==> src/rtl/alu_seq_ctrl_if.sv <==
// Bundle between the ALU sequencing controller and its environment: switch bus,
// enter button, clear, the ALU operand/result path and the registered status.
interface alu_seq_ctrl_if #(
  parameter int DW = 5
);
  logic [DW-1:0] din;
  logic          enter;
  logic          clear;
  logic [DW-1:0] alu_a;
  logic [DW-1:0] alu_b;
  logic          alu_op;
  logic [DW-1:0] alu_r;
  logic          alu_cf;
  logic          alu_sf;
  logic          alu_zf;
  logic [DW-1:0] res;
  logic          cf;
  logic          sf;
  logic          zf;
  logic          valid;
  logic [2:0]    state;
  logic [7:0]    op_count;

  // Controller side.
  modport master (
    input  din, enter, clear, alu_r, alu_cf, alu_sf, alu_zf,
    output alu_a, alu_b, alu_op, res, cf, sf, zf, valid, state, op_count
  );

  // Switches, button and ALU side.
  modport slave (
    output din, enter, clear, alu_r, alu_cf, alu_sf, alu_zf,
    input  alu_a, alu_b, alu_op, res, cf, sf, zf, valid, state, op_count
  );
endinterface

==> src/rtl/alu_seq_ctrl.sv <==
// Collects A, B and opcode from a shared switch bus on enter presses, holds them
// on the ALU for EXEC_CYCLES cycles, then registers the result and flags.
module alu_seq_ctrl #(
  parameter int DW          = 5,
  parameter int EXEC_CYCLES = 2
) (
  input  logic           clk,
  input  logic           rst,
  alu_seq_ctrl_if.master ctrl_if
);

  typedef enum logic [2:0] {
    S_A    = 3'd0,
    S_B    = 3'd1,
    S_OP   = 3'd2,
    S_EXEC = 3'd3,
    S_DONE = 3'd4
  } state_t;

  localparam logic [3:0] CNT_INIT = 4'(EXEC_CYCLES - 1);

  state_t        state_q, state_d;
  logic [DW-1:0] a_q, a_d;
  logic [DW-1:0] b_q, b_d;
  logic          op_q, op_d;
  logic [DW-1:0] res_q, res_d;
  logic          cf_q, cf_d;
  logic          sf_q, sf_d;
  logic          zf_q, zf_d;
  logic          valid_q, valid_d;
  logic [3:0]    cnt_q, cnt_d;
  logic [7:0]    op_count_q, op_count_d;
  logic          s1_q, s2_q, prev_q;
  logic          enter_p;

  // The button is asynchronous; prev turns the synchronised level into one pulse.
  always_ff @(posedge clk or posedge rst) begin
    if (rst) begin
      s1_q   <= 1'b0;
      s2_q   <= 1'b0;
      prev_q <= 1'b0;
    end else begin
      s1_q   <= ctrl_if.enter;
      s2_q   <= s1_q;
      prev_q <= s2_q;
    end
  end

  assign enter_p = s2_q & ~prev_q;

  always_ff @(posedge clk or posedge rst) begin
    if (rst) begin
      state_q    <= S_A;
      a_q        <= '0;
      b_q        <= '0;
      op_q       <= 1'b0;
      res_q      <= '0;
      cf_q       <= 1'b0;
      sf_q       <= 1'b0;
      zf_q       <= 1'b0;
      valid_q    <= 1'b0;
      cnt_q      <= '0;
      op_count_q <= '0;
    end else begin
      state_q    <= state_d;
      a_q        <= a_d;
      b_q        <= b_d;
      op_q       <= op_d;
      res_q      <= res_d;
      cf_q       <= cf_d;
      sf_q       <= sf_d;
      zf_q       <= zf_d;
      valid_q    <= valid_d;
      cnt_q      <= cnt_d;
      op_count_q <= op_count_d;
    end
  end

  always_comb begin
    state_d    = state_q;
    a_d        = a_q;
    b_d        = b_q;
    op_d       = op_q;
    res_d      = res_q;
    cf_d       = cf_q;
    sf_d       = sf_q;
    zf_d       = zf_q;
    valid_d    = valid_q;
    cnt_d      = cnt_q;
    op_count_d = op_count_q;

    // clear overrides everything, including an enter pulse in the same cycle.
    if (ctrl_if.clear) begin
      state_d = S_A;
      a_d     = '0;
      b_d     = '0;
      op_d    = 1'b0;
      res_d   = '0;
      cf_d    = 1'b0;
      sf_d    = 1'b0;
      zf_d    = 1'b0;
      valid_d = 1'b0;
      cnt_d   = '0;
    end else begin
      case (state_q)
        S_A: begin
          if (enter_p) begin
            a_d     = ctrl_if.din;
            state_d = S_B;
          end
        end
        S_B: begin
          if (enter_p) begin
            b_d     = ctrl_if.din;
            state_d = S_OP;
          end
        end
        S_OP: begin
          if (enter_p) begin
            op_d    = ctrl_if.din[0];
            cnt_d   = CNT_INIT;
            valid_d = 1'b0;
            state_d = S_EXEC;
          end
        end
        S_EXEC: begin
          if (cnt_q != 4'd0) begin
            cnt_d = cnt_q - 4'd1;
          end else begin
            res_d   = ctrl_if.alu_r;
            cf_d    = ctrl_if.alu_cf;
            sf_d    = ctrl_if.alu_sf;
            zf_d    = ctrl_if.alu_zf;
            valid_d = 1'b1;
            if (op_count_q != 8'hFF) begin
              op_count_d = op_count_q + 8'd1;
            end
            state_d = S_DONE;
          end
        end
        S_DONE: begin
          if (enter_p) begin
            valid_d = 1'b0;
            state_d = S_A;
          end
        end
        default: begin
          valid_d = 1'b0;
          state_d = S_A;
        end
      endcase
    end
  end

  assign ctrl_if.alu_a    = a_q;
  assign ctrl_if.alu_b    = b_q;
  assign ctrl_if.alu_op   = op_q;
  assign ctrl_if.res      = res_q;
  assign ctrl_if.cf       = cf_q;
  assign ctrl_if.sf       = sf_q;
  assign ctrl_if.zf       = zf_q;
  assign ctrl_if.valid    = valid_q;
  assign ctrl_if.state    = state_q;
  assign ctrl_if.op_count = op_count_q;

endmodule

==> src/flat_wrapper.sv <==
// flat-port wrapper written by rule: the top's interface ports become plain ports
module alu_seq_ctrl_flat 
#(
  parameter int DW          = 5,
  parameter int EXEC_CYCLES = 2
)
  (clk, rst, ctrl_if_din, ctrl_if_enter, ctrl_if_clear, ctrl_if_alu_r, ctrl_if_alu_cf, ctrl_if_alu_sf, ctrl_if_alu_zf, ctrl_if_alu_a, ctrl_if_alu_b, ctrl_if_alu_op, ctrl_if_res, ctrl_if_cf, ctrl_if_sf, ctrl_if_zf, ctrl_if_valid, ctrl_if_state, ctrl_if_op_count);
  alu_seq_ctrl_if #(.DW(DW)) ctrl_if_i ();
  input  logic clk;
  input  logic rst;
  input wire logic [$bits(ctrl_if_i.din)-1:0] ctrl_if_din;
  input wire logic [$bits(ctrl_if_i.enter)-1:0] ctrl_if_enter;
  input wire logic [$bits(ctrl_if_i.clear)-1:0] ctrl_if_clear;
  input wire logic [$bits(ctrl_if_i.alu_r)-1:0] ctrl_if_alu_r;
  input wire logic [$bits(ctrl_if_i.alu_cf)-1:0] ctrl_if_alu_cf;
  input wire logic [$bits(ctrl_if_i.alu_sf)-1:0] ctrl_if_alu_sf;
  input wire logic [$bits(ctrl_if_i.alu_zf)-1:0] ctrl_if_alu_zf;
  output wire logic [$bits(ctrl_if_i.alu_a)-1:0] ctrl_if_alu_a;
  output wire logic [$bits(ctrl_if_i.alu_b)-1:0] ctrl_if_alu_b;
  output wire logic [$bits(ctrl_if_i.alu_op)-1:0] ctrl_if_alu_op;
  output wire logic [$bits(ctrl_if_i.res)-1:0] ctrl_if_res;
  output wire logic [$bits(ctrl_if_i.cf)-1:0] ctrl_if_cf;
  output wire logic [$bits(ctrl_if_i.sf)-1:0] ctrl_if_sf;
  output wire logic [$bits(ctrl_if_i.zf)-1:0] ctrl_if_zf;
  output wire logic [$bits(ctrl_if_i.valid)-1:0] ctrl_if_valid;
  output wire logic [$bits(ctrl_if_i.state)-1:0] ctrl_if_state;
  output wire logic [$bits(ctrl_if_i.op_count)-1:0] ctrl_if_op_count;
  assign ctrl_if_i.din = ctrl_if_din;
  assign ctrl_if_i.enter = ctrl_if_enter;
  assign ctrl_if_i.clear = ctrl_if_clear;
  assign ctrl_if_i.alu_r = ctrl_if_alu_r;
  assign ctrl_if_i.alu_cf = ctrl_if_alu_cf;
  assign ctrl_if_i.alu_sf = ctrl_if_alu_sf;
  assign ctrl_if_i.alu_zf = ctrl_if_alu_zf;
  assign ctrl_if_alu_a = ctrl_if_i.alu_a;
  assign ctrl_if_alu_b = ctrl_if_i.alu_b;
  assign ctrl_if_alu_op = ctrl_if_i.alu_op;
  assign ctrl_if_res = ctrl_if_i.res;
  assign ctrl_if_cf = ctrl_if_i.cf;
  assign ctrl_if_sf = ctrl_if_i.sf;
  assign ctrl_if_zf = ctrl_if_i.zf;
  assign ctrl_if_valid = ctrl_if_i.valid;
  assign ctrl_if_state = ctrl_if_i.state;
  assign ctrl_if_op_count = ctrl_if_i.op_count;
  alu_seq_ctrl #(.DW(DW), .EXEC_CYCLES(EXEC_CYCLES)) u_core (.clk(clk), .rst(rst), .ctrl_if(ctrl_if_i));
endmodule
==> config.mk <==
export PLATFORM = sky130hd
export DESIGN_NAME = alu_seq_ctrl_flat
export DESIGN_NICKNAME = d
export VERILOG_FILES = /design/src/rtl/alu_seq_ctrl_if.sv /design/src/rtl/alu_seq_ctrl.sv /design/src/flat_wrapper.sv
export SDC_FILE = /design/constraint.sdc
export NUM_CORES = 1
export LEC_CHECK = 0
export CORE_MARGIN = 8
export CORE_UTILIZATION = 50
export DETAILED_ROUTE_END_ITERATION = 6
export PLACE_DENSITY = 0.82
export SYNTH_ARGS = -nofsm -noshare
export SYNTH_HDL_FRONTEND = slang
export SYNTH_SLANG_ARGS = --single-unit
==> constraint.sdc <==
create_clock -name clk -period 5 [get_ports clk]
set_clock_uncertainty 0.15 [all_clocks]
set_input_delay 1 -clock clk [delete_from_list [all_inputs] [get_ports clk]]
set_output_delay 1 -clock clk [all_outputs]
set_load 0.01 [all_outputs]
== Word level (Yosys, flattened, before mapping) ==
Cells that the tools add are included.

* Flip-flop bits (word level): 38
* Input bits: 17
* Output and inout bits: 31
* Word-level logic and storage cells: 87

* Add/subtract/negate cells: 2
* Equal/unequal tests: 14
* Multiplexer cells: 35
* Bitwise logic cells: 4
* Reduce and logical (&&, ||, !) cells: 18

{| class="wikitable"
|+ Operators with widths
! cell !! number
|-
| $mux W5 || 8
|-
| $mux W3 || 6
|-
| $mux W1 || 15
|-
| $ne A3 B2 Y1 const B || 5
|-
| $pmux W3 S5 || 1
|-
| $mux W4 || 3
|-
| $reduce_bool A2 Y1 || 5
|-
| $add A8 B1 Y8 const B || 1
|-
| $ne A8 B8 Y1 const B || 1
|-
| $pmux W4 S2 || 1
|-
| $reduce_and A2 Y1 || 4
|-
| $eq A3 B2 Y1 const B || 2
|-
| $reduce_and A3 Y1 || 2
|-
| $reduce_and A5 Y1 || 1
|-
| $reduce_and A4 Y1 || 1
|-
| $reduce_bool A4 Y1 || 1
|-
| $reduce_or A2 Y1 || 2
|-
| $sub A4 B1 Y4 const B || 1
|-
| $eq A3 B1 Y1 const B || 1
|-
| $eq A3 B3 Y1 const B || 1
|-
| $logic_not A3 Y1 || 1
|-
| $ne A3 B1 Y1 const B || 1
|-
| $ne A3 B3 Y1 const B || 1
|-
| $not A1 Y1 || 3
|-
| other kinds (5) || 5
|}

== Longest topological paths before layout ==
* Depth in word-level cells: 5
* Depth in mapped cells: 7
* Mapped depth without buffers: 6

== Least setup slack after synthesis ==
No wires, ideal clock.

* Path type: input port to flip-flop
* Start point: input ctrl_if_clear
* End point: register u_core.op_count_q[7], in the netlist u_core.ctrl_if.op_count[7]
* Setup time: 0.079 ns
* Data arrival time: 1.782 ns
* Data required time: 4.771 ns
* Slack: 2.989 ns
* Stages on the path: 4
* Path buffers: 0
* Cell sequence: and4bb_2 > o211ai_4 > nor3_1 > xor2_1

* Cells in the longest elaborated chain, start to end: 2

{| class="wikitable"
|+ RTL lines
! item !! RTL line !! text
|-
| start: declaration || flat_wrapper.sv:13 || <nowiki>input wire logic [$bits(ctrl_if_i.clear)-1:0] ctrl_if_clear;</nowiki>
|-
| $not A1 Y1 (no line) || -- ||
|-
| $reduce_and A4 Y1 (no line) || -- ||
|-
| end signal: assignment || alu_seq_ctrl.sv:75 || <nowiki>op_count_q <= op_count_d;</nowiki>
|-
| end: declaration || alu_seq_ctrl.sv:32 || <nowiki>logic [7:0] op_count_q, op_count_d;</nowiki>
|}

No other way between the ends.
A chain may end at the register's enable or synchronous reset.

== Worst setup path after layout ==
* Start point: register u_core.state_q[0], in the netlist u_core.ctrl_if.state[0]
* End point: output ctrl_if_state[0]

{| class="wikitable"
|+ RTL lines
! item !! RTL line !! text
|-
| start: declaration || alu_seq_ctrl.sv:22 || <nowiki>state_t state_q, state_d;</nowiki>
|-
| start signal: assignment || alu_seq_ctrl.sv:65 || <nowiki>state_q <= state_d;</nowiki>
|-
| end: declaration || flat_wrapper.sv:26 || <nowiki>output wire logic [$bits(ctrl_if_i.state)-1:0] ctrl_if_state;</nowiki>
|}

No word-level cell between the ends.

==> results by group <==
Synthesis
  – Distinct cells, synth: 41
  – Post-synthesis adder-cell area fraction: 2.12%
  – Sequential share of the synthesized area: 53.7%
  – Synth warn: 0
  – Post-Synth XOR/XNOR Area: 3.47%
  – Syn nets: 178
  – Main flop type after synthesis: dfrtp_1
  – Count of mapped cells out of synthesis: 158
  – Number of synthesized flops with an enable pin: 0
  – Syn_area_per_cell: 11.2 sq um
  – Yosys reg bits: 38
  – Synth Area in Simple Gates: 18.4%
  – Largest family of logic cells by synthesized area: simple AND/OR/NAND/NOR gates
  – Multiplexer area fraction after synthesis: 4.03%
  – Compound-cell area share of the yosys netlist: 15.2%
  – Asr flop ratio synth: 100%
  – Netlist Area Pre-Place: 1770 sq um

Final layout
  – Syn-to-layout area delta: 31.9%
  – Commonest non-fill, non-tap cell in the layout: clkdlybuf4s50_1
  – Diode count: 0
  – Share of layout cells above drive strength 1: 11.1%
  – Final Instance Area: 2330 sq um
  – Most frequent cells in the layout: clkdlybuf4s50_1, dfrtp_1, nor2_1, nand2_1, nand3_1
  – Layout Nets: 227

Critical path
  – CP startpoint kind: flip-flop
  – Worst R2R Start: u_core.cnt_q[0]$_DFFE_PP0P_
  – R2R cell count: 6
  – Worst setup startpoint: u_core.ctrl_if.state[0]$_DFFE_PP0P_
  – FF-to-FF End: u_core.ctrl_if.state[1]$_DFFE_PP0P_
  – Worst-path cell chain: clkdlybuf4s50_1
  – Instance count on the critical path: 1
  – End of the critical path: ctrl_if_state[0]
  – Worst path buffer plus inverter count: 1
  – Worst Setup End Kind: primary output
  – Arr. time, crit path: 1.68 ns
  – Slowest stage cell, crit path: dfrtp_1
  – R2r setup slk: 2.95 ns
  – WS Path Type: reg2out
  – Max incr delay on CP: 0.70 ns
  – Top delay family on crit path: flip-flops
  – Maximum fanout along the worst path: 16
  – Worst EP required: 3.85 ns

Detailed routing
  – Vias per cell: 5.36
  – Final antenna-violating net count: 0
  – Average wire per standard cell: 15.8 microns
  – DRC: 0
  – Drt total wl: 4020 microns
  – Vias: 1,362
  – DR pass1 iterations: 5
  – DR iter-0 viols: 55

Clock tree
  – Clock buffer depth: 2
  – TritonCTS clock tree: done
  – Clk slew on worst S/H paths: 0.11 ns
  – Setup bufs post-CTS: 0
  – CTS Root Cell: clkbuf_4
  – Worst-Skew Late Latency: 0.34 ns
  – Post-CTS Resized: 0
  – Num CTS Buffers: 5
  – Hold-fix buffers, CTS: 0
  – # clock sinks: 38
  – H-tree levels: 2

Timing
  – Max Slew Vio Count: 0
  – Final TNS setup: 0 ns
  – Period Utilization, post-route: 56.7%
  – Slew margin rel.: 46.2%
  – Fin. Hold Viols: 0
  – Final setup fails: 0
  – RSZ-0062 raised after global routing: false
  – Post-route minimum period: 2.83 ns
  – Worst-margin pin slew: 0.805 ns
  – Peak Freq: 353 MHz

Floorplanning
  – Die ar.: 5700 sq um
  – Die span in y: 75.5 microns
  – # IOs: 48
  – Num rows: 21
  – Initial core utilization: 52.6%
  – Core box area: 3360 sq um
  – DIE WIDTH: 75.5 microns

Placed design
  – Placement Cell Area: 2270 sq um
  – PortBufs: 47
  – Gpl congestion: 0.800
  – Post-DP HPWL: 3030 microns

Run
  – Maxcap violations: 0

Global routing
  – Vias in the first global route: 1,451
  – Antenna violations before repair: 0
  – All-layer global routing usage: 15.7%
  – Largest net degree at the start of global routing: 39
  – First-pass GRT wire length: 6780 microns
  – Global route overflow: 0

Pwr
  – Max VDD drop: 0.206 mV
  – Cell leakage power: 1.03 nW
  – Power Dens Cells: 238 nW/um^2
  – Power, Total: 0.555 mW

Min path
  – Min-delay src: u_core.s1_q$_DFF_PP0_
  – Hold Path Cell Cnt: 0
  – Worst Hold Class: reg2reg

Run status
  – Outcome: completed
==> Yosys cell counts, types with 2 or more instances <==
cell / count / area (sq um)
a21oi_1: 8 / 40.0
a22o_1: 8 / 70.1
a31oi_1: 4 / 25.0
clkbuf_1: 2 / 7.51
dfrtp_1: 38 / 951
ha_1: 3 / 37.5
inv_1: 5 / 18.8
mux2i_1: 6 / 60.1
nand2_1: 12 / 45.0
nand2b_1: 2 / 12.5
nand3_1: 10 / 50.1
nand4_1: 2 / 12.5
nor2_1: 14 / 52.6
nor2b_1: 3 / 18.8
nor3_1: 5 / 25.0
nor4b_1: 2 / 17.5
o21a_1: 2 / 15.0
o21ai_0: 4 / 20.0
xor2_1: 6 / 52.6
==> final cells by class <==
type,count,area [sq um]
clock buffer,6,51.3
clock inverter,2,12.5
fill,277,1030
inverter,5,18.8
multi-input combinational,109,764
sequential,38,951
tap,46,57.6
timing repair buffer,48,478
==> per-stage QoR <==
step,util (%),instances,setup slack (ns),hold slack [ns]
detailed placement,67.5,246,1.88,0.189
CTS,69.4,254,2.15,0.217
global placement,67.5,246,1.92,0.184
floorplan,-,158,2.99,0.181
finish,69.4,254,2.17,0.214
global route,69.4,254,2.08,0.231
==> power breakdown <==
group | internal, mW | switching (mW) | leakage, nW | total (mW)
clock | 0.0676 | 0.0986 | 0.0343 | 0.166
sequential | 0.315 | 0.00982 | 0.519 | 0.325
combinational | 0.0332 | 0.0307 | 0.474 | 0.0639
total | 0.416 | 0.139 | 1.03 | 0.555
==> flip-flops by register name, summed over array words and instances (netlist names) <==
register / flops
u_core.ctrl_if.op_count: 8
u_core.ctrl_if.alu_a: 5
u_core.ctrl_if.alu_b: 5
u_core.ctrl_if.res: 5
u_core.cnt_q: 4
u_core.ctrl_if.state: 3
u_core.ctrl_if.alu_op: 1
u_core.ctrl_if.cf: 1
u_core.ctrl_if.sf: 1
u_core.ctrl_if.valid: 1
u_core.ctrl_if.zf: 1
u_core.prev_q: 1
u_core.s1_q: 1
u_core.s2_q: 1
==> per-layer routing <==
layer	wire length [microns]	track usage, %	vias up
met5	0	0	-
met4	65	6.82	0
met2	1950	26.0	39
li1	-	-	667
met1	1680	17.5	649
met3	322	6.18	7
==> logic make-up (layout without fill, tap and decap cells) <==
family,Yosys count,in the layout
adder cells (fa/ha/maj),3,3
AND/OR/NAND/NOR,58,58
AO/OA/AOI/OAI,34,34
multiplexers,7,7
buffers and inverters,11,61
XOR/XNOR,7,7
flip-flops,38,38
==> how the worst min path moves through the flow <==
stage                                        to
after global placement    u_core.s2_q$_DFF_PP0_
after global routing      u_core.s2_q$_DFF_PP0_
final                     u_core.s2_q$_DFF_PP0_
after CTS                 u_core.s2_q$_DFF_PP0_
after floorplan           u_core.s2_q$_DFF_PP0_
after detailed placement  u_core.s2_q$_DFF_PP0_
Power figures use the tool's default switching activity.
